==> config.mk <==
export PLATFORM = sky130hd
export DESIGN_NAME = vga_box_painter
export DESIGN_NICKNAME = d
export VERILOG_FILES = /design/src/rtl/vga_pkg.sv /design/src/rtl/vga_frame_tick.sv /design/src/rtl/vga_box_painter.sv
export SDC_FILE = /design/constraint.sdc
export NUM_CORES = 1
export LEC_CHECK = 0
export CORE_MARGIN = 10
export CORE_UTILIZATION = 48
export DETAILED_ROUTE_END_ITERATION = 10
export GPL_TIMING_DRIVEN = 0
export PLACE_DENSITY_LB_ADDON = 0.2
export SKIP_LAST_GASP = 1
export SYNTH_ARGS = -nofsm -noshare
export SYNTH_HDL_FRONTEND = slang
export SYNTH_SLANG_ARGS = --single-unit
==> constraint.sdc <==
create_clock -name clk -period 6.12 [get_ports clk]
set_input_delay 1.836 -clock clk [delete_from_list [all_inputs] [get_ports clk]]
set_output_delay 1.836 -clock clk [all_outputs]
set_load 0.01 [all_outputs]
==> src/rtl/vga_pkg.sv <==
// Shared definitions for the VGA pixel-source stages.
// Provides the default visible-area dimensions, the 24-bit {r,g,b} colour
// type, the fixed 8-entry box palette and the black constant.
package vga_pkg;

    localparam int H_ACTIVE_DEF = 640;
    localparam int V_ACTIVE_DEF = 479;

    typedef logic [23:0] rgb_t;

    localparam rgb_t BLACK = 24'h000000;

    // Box colours, stepped through once per wall bounce.
    localparam rgb_t PALETTE [8] = '{
        24'hFFFFFF,   // white
        24'hFF0000,   // red
        24'h00FF00,   // green
        24'h0000FF,   // blue
        24'hFFFF00,   // yellow
        24'h00FFFF,   // cyan
        24'hFF00FF,   // magenta
        24'hFF8000    // orange
    };

endpackage

==> src/rtl/vga_frame_tick.sv <==
// Frame tick generator.
// Registers videoon and row by one cycle and raises tick_o for exactly one
// cycle after videoon falls at the end of the last visible line, so that
// per-frame updates land inside vertical blanking.
// Ports:
//   clk_i      pixel clock
//   rst_ni     asynchronous active-low reset
//   row_i      current row from pixel logic
//   videoon_i  active-video flag from pixel logic
//   tick_o     registered one-cycle frame tick
module vga_frame_tick
    import vga_pkg::*;
#(
    parameter int V_ACTIVE = V_ACTIVE_DEF
) (
    input  logic       clk_i,
    input  logic       rst_ni,
    input  logic [8:0] row_i,
    input  logic       videoon_i,
    output logic       tick_o
);

    localparam logic [8:0] LAST_ROW = 9'(V_ACTIVE - 1);

    logic       von_d_q;
    logic [8:0] row_d_q;
    logic       tick_q;
    logic       tick_d;

    // Falling edge of videoon while the delayed row is the last visible line.
    always_comb begin
        tick_d = 1'b0;
        if (von_d_q && !videoon_i && (row_d_q == LAST_ROW)) begin
            tick_d = 1'b1;
        end else begin
            tick_d = 1'b0;
        end
    end

    // Delay registers and the registered tick.
    always_ff @(posedge clk_i or negedge rst_ni) begin
        if (!rst_ni) begin
            von_d_q <= 1'b0;
            row_d_q <= 9'd0;
            tick_q  <= 1'b0;
        end else begin
            von_d_q <= videoon_i;
            row_d_q <= row_i;
            tick_q  <= tick_d;
        end
    end

    assign tick_o = tick_q;

endmodule

==> src/rtl/vga_box_painter.sv <==
// Bouncing-box pixel source.
// Draws a solid SIZE x SIZE square over a constant background. Once per
// frame (while enable is high) the square moves STEP pixels on each axis and
// reflects off the visible-area edges; each bounce advances the box colour
// through the palette and pulses bounce for one cycle.
// Ports:
//   clk            pixel clock
//   reset          asynchronous active-low reset
//   enable         motion enable, sampled at the frame tick
//   row, column    current pixel position from pixel logic
//   videoon        active-video flag from pixel logic
//   red/green/blue registered colour channels (1-cycle latency)
//   bounce         one-cycle pulse when a wall hit is applied
module vga_box_painter
    import vga_pkg::*;
#(
    parameter int   H_ACTIVE = H_ACTIVE_DEF,
    parameter int   V_ACTIVE = V_ACTIVE_DEF,
    parameter int   SIZE     = 32,
    parameter int   STEP     = 4,
    parameter rgb_t BG_RGB   = 24'h000040
) (
    input  logic       clk,
    input  logic       reset,
    input  logic       enable,
    input  logic [8:0] row,
    input  logic [9:0] column,
    input  logic       videoon,
    output logic [7:0] red,
    output logic [7:0] green,
    output logic [7:0] blue,
    output logic       bounce
);

    // 11-bit working widths keep x+STEP and x+SIZE from wrapping.
    localparam logic [10:0] STEP_W = 11'(STEP);
    localparam logic [10:0] SIZE_W = 11'(SIZE);
    localparam logic [10:0] X_MAX  = 11'(H_ACTIVE - SIZE);
    localparam logic [10:0] Y_MAX  = 11'(V_ACTIVE - SIZE);
    localparam logic [9:0]  X_MAX_N = 10'(H_ACTIVE - SIZE);
    localparam logic [8:0]  Y_MAX_N = 9'(V_ACTIVE - SIZE);
    localparam logic [9:0]  STEP_X = 10'(STEP);
    localparam logic [8:0]  STEP_Y = 9'(STEP);

    logic       tick_s;
    logic [9:0] x_q, x_d;
    logic [8:0] y_q, y_d;
    logic       dx_q, dx_d;
    logic       dy_q, dy_d;
    logic [2:0] cidx_q;
    logic       hit_x_s, hit_y_s;
    logic       bounce_q;
    rgb_t       rgb_q, rgb_d;
    logic [10:0] x_ext_s, y_ext_s, col_ext_s, row_ext_s;
    logic       inside_s;

    vga_frame_tick #(
        .V_ACTIVE (V_ACTIVE)
    ) u_frame_tick (
        .clk_i     (clk),
        .rst_ni    (reset),
        .row_i     (row),
        .videoon_i (videoon),
        .tick_o    (tick_s)
    );

    assign x_ext_s   = {1'b0, x_q};
    assign y_ext_s   = {2'b00, y_q};
    assign col_ext_s = {1'b0, column};
    assign row_ext_s = {2'b00, row};

    // Horizontal candidate move: clamp to the wall and reverse on a hit.
    always_comb begin
        x_d     = x_q;
        dx_d    = dx_q;
        hit_x_s = 1'b0;
        if (dx_q) begin
            if ((x_ext_s + STEP_W) > X_MAX) begin
                x_d     = X_MAX_N;
                dx_d    = 1'b0;
                hit_x_s = 1'b1;
            end else begin
                x_d = x_q + STEP_X;
            end
        end else begin
            if (x_ext_s < STEP_W) begin
                x_d     = 10'd0;
                dx_d    = 1'b1;
                hit_x_s = 1'b1;
            end else begin
                x_d = x_q - STEP_X;
            end
        end
    end

    // Vertical candidate move, same rule as the horizontal axis.
    always_comb begin
        y_d     = y_q;
        dy_d    = dy_q;
        hit_y_s = 1'b0;
        if (dy_q) begin
            if ((y_ext_s + STEP_W) > Y_MAX) begin
                y_d     = Y_MAX_N;
                dy_d    = 1'b0;
                hit_y_s = 1'b1;
            end else begin
                y_d = y_q + STEP_Y;
            end
        end else begin
            if (y_ext_s < STEP_W) begin
                y_d     = 9'd0;
                dy_d    = 1'b1;
                hit_y_s = 1'b1;
            end else begin
                y_d = y_q - STEP_Y;
            end
        end
    end

    // Motion state: commit the candidate move on an enabled frame tick.
    always_ff @(posedge clk or negedge reset) begin
        if (!reset) begin
            x_q      <= 10'd0;
            y_q      <= 9'd0;
            dx_q     <= 1'b1;
            dy_q     <= 1'b1;
            cidx_q   <= 3'd0;
            bounce_q <= 1'b0;
        end else begin
            bounce_q <= 1'b0;
            if (tick_s && enable) begin
                x_q  <= x_d;
                y_q  <= y_d;
                dx_q <= dx_d;
                dy_q <= dy_d;
                // A corner hit advances the colour only once.
                if (hit_x_s || hit_y_s) begin
                    cidx_q   <= cidx_q + 3'd1;
                    bounce_q <= 1'b1;
                end else begin
                    cidx_q <= cidx_q;
                end
            end else begin
                x_q <= x_q;
            end
        end
    end

    // Box membership for the current pixel against the registered geometry.
    assign inside_s = (col_ext_s >= x_ext_s) && (col_ext_s < (x_ext_s + SIZE_W)) &&
                      (row_ext_s >= y_ext_s) && (row_ext_s < (y_ext_s + SIZE_W));

    // Pixel colour select: blank, box colour or background.
    always_comb begin
        rgb_d = BLACK;
        if (!videoon) begin
            rgb_d = BLACK;
        end else if (inside_s) begin
            rgb_d = PALETTE[cidx_q];
        end else begin
            rgb_d = BG_RGB;
        end
    end

    // Registered colour output.
    always_ff @(posedge clk or negedge reset) begin
        if (!reset) begin
            rgb_q <= BLACK;
        end else begin
            rgb_q <= rgb_d;
        end
    end

    assign red    = rgb_q[23:16];
    assign green  = rgb_q[15:8];
    assign blue   = rgb_q[7:0];
    assign bounce = bounce_q;

endmodule

After elaboration in Yosys (flattened, before gate mapping)
Memories as Yosys holds them, arrays and structs flattened.
Cells that the tools add are included.
Cells by class
  order comparisons: 9
  eq/ne operators: 1
  reduce and logical (&&, ||, !) cells: 9
  bitwise gates (word level): 1
  $add $sub $neg: 9
  muxes and demuxes: 23
Operators with widths (number)
  $mux 24: 4
  $mux 10: 3
  $mux 9: 3
  $mux 1: 13
  $add 10x3->11 const B: 1
  $add 10x6->11 const B: 1
  $gt 11x10->1 const B: 1
  $lt 10x11->1: 1
  $add 10x3->10 const B: 1
  $add 9x3->10 const B: 1
  $add 9x6->10 const B: 1
  $ge 10x10->1: 1
  $gt 10x9->1 const B: 1
  $lt 10x3->1 const B: 1
  $lt 9x10->1: 1
  $sub 10x3->10 const B: 1
  $add 9x3->9 const B: 1
  $eq 9x9->1 const B: 1
  $ge 9x9->1: 1
  $lt 9x3->1 const B: 1
  $sub 9x3->9 const B: 1
  $logic_and 1x1->1: 6
  $ge 4x4->1 const B: 1
  $not 3->4: 1
  other kinds (4): 4
Word-level totals
  word-level logic and storage cells: 63
  register bits after elaboration: 60
  memories kept: 1
  bits in read-only memories: 192
  output and inout port bits: 25
Memory list
  (name not given): depth 8, bits a word 24, read ports 1, clocked after memory_dff 0, wr ports 0, RTL line vga_box_painter.sv:159  | rgb_d = PALETTE[cidx_q];

Depth between registers and ports, before layout
  depth in word-level cells: 7
  gate-level depth with buffers: 12
  depth with buffers taken out: 11

Cells and area by module
From an unflattened synthesis, not the netlist that was laid out.
Unflattened totals
  cells, all modules: 345
  area, all modules: 3029.2 µm²
By module, submodules not included
  vga_box_painter: times used 1, area each 2720.1 µm², sequential area each 678.2 µm², cells each 330
  vga_frame_tick: times used 1, area each 309.0 µm², sequential area each 275.3 µm², cells each 15

Least setup slack after synthesis
No wires, ideal clock.
  path kind: input -> register
  start: input port column[3]
  end: register rgb_q[22]
  arrival time: 3255 ps
  stages on the path: 8
  path slack: 2772 ps
  setup time: 94 ps
  required time: 6026 ps
  cell sequence: ha_1 -> o21ai_0 -> a21oi_1 -> nand3_1 -> a311o_1 -> nor3_1 -> nand3_1 -> a211oi_1
On the way
  word-level cells in the longest chain between the ends: 6
  elaborated cells on any way between the ends: 7
  classes of those cells: order compare (2); mux (2); reduce/logical (3)
Ends and longest elaborated chain
  start: declaration: RTL line vga_box_painter.sv:27  | input logic [9:0] column,
  $lt 10x11->1 or $ge 10x10->1 (tied branches): RTL line vga_box_painter.sv:150  | assign inside_s = (col_ext_s >= x_ext_s) && (col_ext_s < (x_ext_s + SIZE_W)) &&
  $logic_and 1x1->1 * (2 in series): RTL line vga_box_painter.sv:150
  $logic_and 1x1->1 *: RTL line vga_box_painter.sv:151  | (row_ext_s >= y_ext_s) && (row_ext_s < (y_ext_s + SIZE_W));
  $mux 24 *: RTL line vga_box_painter.sv:158  | end else if (inside_s) begin
  $mux 24 *: RTL line vga_box_painter.sv:156  | if (!videoon) begin
  end signal: assignment: RTL line vga_box_painter.sv:170  | rgb_q <= rgb_d;
  end: declaration: RTL line vga_box_painter.sv:53  | rgb_t rgb_q, rgb_d;
Every way passes the cells marked *; elsewhere a longest branch is shown, timed or not.
A chain may end at the register's enable or synchronous reset.

Worst setup path after layout
  start: input port column[2]
  end: register rgb_q[22]
The elaborated chain is that of the path after synthesis.

==> impl_metrics.prom <==
# TYPE chip_impl_metric gauge
chip_impl_info{name="r2r_start",value="x_q[6]"} 1
chip_impl_metric{name="stdcell_count",unit=""} 460
chip_impl_metric{name="vdd_drop_max",unit="V"} 0.000135
chip_impl_metric{name="met2WireLength",unit="mm"} 3.33
chip_impl_metric{name="timing.clock.skew",unit="ps"} 5.72
chip_impl_metric{name="grt_util_all_layers",unit="%"} 14.7
chip_impl_metric{name="slew_viol_final",unit=""} 0
chip_impl_metric{name="gr-total-overflow",unit=""} 0
chip_impl_metric{name="antenna_cells",unit=""} 0
chip_impl_metric{name="ff2ff_setup_slack",unit="ps"} 3360
chip_impl_metric{name="cap_viol_max_count",unit=""} 0
chip_impl_metric{name="multiInputGateArea",unit="mm^2"} 0.00170
chip_impl_metric{name="avgViaCountPerCell",unit=""} 5.68
chip_impl_metric{name="die_y",unit="um"} 98.6
chip_impl_info{name="rsz_0062_raised_after_global_routing",value="no"} 1
chip_impl_metric{name="placement.cell_area",unit="mm^2"} 0.00351
chip_impl_metric{name="layout-drive-gt1-share",unit="%"} 11.4
chip_impl_metric{name="synth_cell_types",unit=""} 59
chip_impl_metric{name="first_pass_grt_wire_length",unit="mm"} 12.1
chip_impl_metric{name="critical_path_arrival",unit="ps"} 4130
chip_impl_metric{name="min_delay_path_depth",unit=""} 2
chip_impl_info{name="crit-reg2reg-capture",value="rgb_q[22]"} 1
chip_impl_metric{name="ant_nets",unit=""} 0
chip_impl_metric{name="globalplace.congestion",unit=""} 0.936
chip_impl_info{name="whs_endpoint",value="u_frame_tick.tick_o"} 1
chip_impl_metric{name="cts-hold-fix-buffers",unit=""} 0
chip_impl_metric{name="route.layer.met1.wl",unit="mm"} 3.34
chip_impl_metric{name="power.total",unit="W"} 0.000570
chip_impl_metric{name="design.die.area",unit="mm^2"} 0.00972
chip_impl_metric{name="power.share.switching",unit="%"} 20.3
chip_impl_metric{name="final_nets",unit=""} 445
chip_impl_metric{name="power.density",unit="mW/mm^2"} 156
chip_impl_info{name="cts_tree",value="yes"} 1
chip_impl_info{name="top_layer",value="met4"} 1
chip_impl_metric{name="clkSinkCount",unit=""} 38
chip_impl_info{name="synth.most_common_cell",value="sky130_fd_sc_hd__ha_1"} 1
chip_impl_metric{name="synth-async-reset-ratio",unit="%"} 100
chip_impl_metric{name="dpl.hpwl",unit="mm"} 5.69
chip_impl_metric{name="wl_met3",unit="um"} 438
chip_impl_metric{name="port_buffers",unit=""} 45
chip_impl_metric{name="tightest_slew",unit="ps"} 834
chip_impl_metric{name="totalWireLength",unit="mm"} 7.19
chip_impl_metric{name="drc",unit=""} 0
chip_impl_metric{name="period_needed",unit="ps"} 3930
chip_impl_metric{name="cts_max_level",unit=""} 2
chip_impl_metric{name="sequential_cell_area",unit="um^2"} 953
chip_impl_metric{name="cp_data_required_time",unit="ps"} 6320
chip_impl_info{name="worstSetupPathType",value="input pin to flop"} 1
chip_impl_metric{name="synth.ff_latch_count",unit=""} 38
chip_impl_metric{name="switching_pwr",unit="W"} 0.000116
chip_impl_info{name="netlist_top_cells_count",value="38 x sky130_fd_sc_hd__ha_1, 36 x sky130_fd_sc_hd__dfrtp_1, 28 x sky130_fd_sc_hd__inv_1"} 1
chip_impl_metric{name="clockBufferDepth",unit=""} 2
chip_impl_metric{name="layout.cell_area.non_filler",unit="mm^2"} 0.00365
chip_impl_metric{name="first_global_vias",unit=""} 2545
chip_impl_metric{name="post_synth_edffs",unit=""} 0
chip_impl_metric{name="route.detailed.wl_per_inst",unit="um"} 15.6
chip_impl_info{name="holdCritStartpoint",value="u_frame_tick.row_d_q[4]"} 1
chip_impl_metric{name="synthesis.instances",unit=""} 332
chip_impl_metric{name="initial_utilization",unit="%"} 49.8
chip_impl_metric{name="setup_viol",unit=""} 0
chip_impl_metric{name="reg2regPathDepth",unit=""} 12
chip_impl_metric{name="io_pins",unit=""} 48
chip_impl_metric{name="timing.final.hold_violations",unit=""} 0
chip_impl_info{name="startpoint_class",value="input pin"} 1
chip_impl_metric{name="coreArea",unit="mm^2"} 0.00596
chip_impl_metric{name="timing.max_slew.rel_slack",unit="%"} 44.0
chip_impl_metric{name="fmax",unit="MHz"} 255
chip_impl_metric{name="fill_cell_total_of_the_finished_layout",unit=""} 531
chip_impl_info{name="ys.flop_type",value="sky130_fd_sc_hd__dfrtp_1"} 1
chip_impl_metric{name="leakage",unit="nW"} 1.59
chip_impl_metric{name="core.rowCount",unit=""} 28
chip_impl_metric{name="power.clock.fraction",unit="%"} 46.4
chip_impl_metric{name="vias",unit=""} 2611
chip_impl_metric{name="highest_net_fanout_along_the_worst_path",unit=""} 4
chip_impl_metric{name="avgSynthCellArea",unit="um^2"} 8.94
chip_impl_info{name="worstHoldPathType",value="flop to flop"} 1
chip_impl_metric{name="dr.first_iter.drc_count",unit=""} 105
chip_impl_metric{name="grt_antenna_before_repair",unit=""} 0
chip_impl_metric{name="combinationalPowerShare",unit="%"} 8.5
chip_impl_metric{name="post-route-period-util",unit="%"} 64.2
chip_impl_metric{name="fin_setup_tns",unit="ps"} 0
chip_impl_metric{name="cts_repair_resize_count",unit=""} 0
chip_impl_metric{name="layout_stage_area_growth_over_the_synthesis_result",unit="%"} 23.0
chip_impl_metric{name="cts_clk_pin_slew_worst_paths",unit="ps"} 70
chip_impl_info{name="synth_area_leader_cell",value="sky130_fd_sc_hd__dfrtp_1"} 1
chip_impl_metric{name="finalHoldWorstSlack",unit="ps"} 499
chip_impl_metric{name="number_of_placed_instances_with_taps_included",unit=""} 452
chip_impl_info{name="clock-root-buffer",value="sky130_fd_sc_hd__clkbuf_8"} 1
chip_impl_metric{name="syn-num-nets",unit=""} 393
chip_impl_metric{name="synthesis.area",unit="mm^2"} 0.00297
chip_impl_info{name="status",value="complete, no violations"} 1
chip_impl_metric{name="p_int",unit="W"} 0.000454
chip_impl_info{name="cp-end-kind",value="flop"} 1
chip_impl_metric{name="die_width",unit="um"} 98.6
chip_impl_metric{name="sequential_to_total_area_share_from_yosys_stat",unit="%"} 32.1
chip_impl_metric{name="sequential_fraction_of_design_power",unit="%"} 45.1
chip_impl_metric{name="cts.repair_timing.setup_buffer_count",unit=""} 0
chip_impl_metric{name="total_number_of_yosys_warnings",unit=""} 0
chip_impl_metric{name="cts_made_buffers",unit=""} 5
chip_impl_info{name="yosys-top-cells-area",value="sky130_fd_sc_hd__dfrtp_1 30%, sky130_fd_sc_hd__ha_1 16%, sky130_fd_sc_hd__buf_4 5.1%, sky130_fd_sc_hd__inv_1 3.5%, sky130_fd_sc_hd__o21ai_0 3.4%"} 1
chip_impl_metric{name="synth.top_cell.area_share",unit="%"} 30.4
chip_impl_metric{name="first_pass_iters",unit=""} 4
chip_impl_metric{name="clk-insertion-delay-late",unit="ps"} 300
chip_impl_metric{name="grt_start_max_net_pins",unit=""} 39
## how the worst max path moves through the flow
stage / from / to / slack (ps) / cells past startpoint
after floorplan: column[3] / rgb_q[22] / 2770 / 8
after global placement: row[1] / rgb_q[22] / 1840 / 9
after detailed placement: row[1] / rgb_q[22] / 1840 / 9
after CTS: row[1] / rgb_q[22] / 2150 / 9
after global routing: column[2] / rgb_q[22] / 1980 / 9
final: column[2] / rgb_q[22] / 2190 / 9
## power groups by stage
stage	Combinational, W	Sequential, W	Clock (W)
after detailed placement	0.0000490	0.000262	0
after global placement	0.0000480	0.000262	0
after CTS	0.0000494	0.000257	0.000268
after floorplan	0.0000201	0.000262	0
after global routing	0.0000549	0.000257	0.000280
final	0.0000486	0.000257	0.000265
## worst max-delay path: stages
cell and delay [ps]:
sky130_fd_sc_hd__clkdlybuf4s50_1 400, sky130_fd_sc_hd__ha_1 280, sky130_fd_sc_hd__o21ai_0 70, sky130_fd_sc_hd__a21oi_1 300, sky130_fd_sc_hd__nand3_1 120, sky130_fd_sc_hd__a311o_1 360, sky130_fd_sc_hd__nor3_1 290, sky130_fd_sc_hd__nand3_1 200
sky130_fd_sc_hd__a211oi_1 270
## layout make-up
class	count	area share, %
plain buffers	32	5.66
clock buffers	6	2.26
clock inverters	2	1.65
inverters	29	2.98
multi-input cells	233	46.5
flip-flops and latches	38	26.1
well taps	75	2.57
repair buffers	45	12.2
## metrics by stage
step	worst slack [ps]	util, %
CTS	2150	61.3
floorplan	2770	-
detailed placement	1840	58.9
finish	2190	61.3
global route	1980	61.3
global placement	1840	58.9
## placed cells by master (no fill, tap or decap), types with 4 or more instances in the layout
master                            Yosys  layout
sky130_fd_sc_hd__dfrtp_1             36      36
sky130_fd_sc_hd__nor2_1              15      15
sky130_fd_sc_hd__nand4_1              5       5
sky130_fd_sc_hd__ha_1                38      38
sky130_fd_sc_hd__nand3_1             14      14
sky130_fd_sc_hd__a211oi_1             6       6
sky130_fd_sc_hd__xnor2_1             11      11
sky130_fd_sc_hd__clkbuf_1             7       7
sky130_fd_sc_hd__a21oi_1             19      19
sky130_fd_sc_hd__nand2_1             20      20
sky130_fd_sc_hd__o21ai_0             20      20
sky130_fd_sc_hd__nor3_1              11      11
sky130_fd_sc_hd__o22ai_1              4       4
sky130_fd_sc_hd__inv_1               28      28
sky130_fd_sc_hd__a31oi_1              9       9
sky130_fd_sc_hd__clkbuf_8             0       6
sky130_fd_sc_hd__clkdlybuf4s50_1      0      44
sky130_fd_sc_hd__buf_4               20      20
## flip-flops by register name, indices dropped and copies added (netlist names)
| signal | count |
|---|---|
| y_q | 8 |
| dy_q | 1 |
| x_q | 8 |
| u_frame_tick.von_d_q | 1 |
| u_frame_tick.row_d_q | 9 |
| bounce | 1 |
| cidx_q | 3 |
| u_frame_tick.tick_o | 1 |
| dx_q | 1 |
| rgb_q | 5 |
## cell families after synthesis
group	count (synthesis)	share of synthesized area, %
fa+ha+maj	38	16.0
simple gates	89	16.0
mux	4	1.39
flops	38	32.1
compound gates	91	20.5
buf+inv	61	10.6
xor+xnor	11	3.25
## routing by layer
| layer | up-vias | global-route usage [%] |
|---|---|---|
| met3 | 13 | 4.61 |
| li1 | 1295 | - |
| met2 | 78 | 23.9 |
| met5 | - | 0 |
| met1 | 1225 | 18.6 |
| met4 | 0 | 3.09 |
No activity file was read; power rests on OpenSTA's default activity.
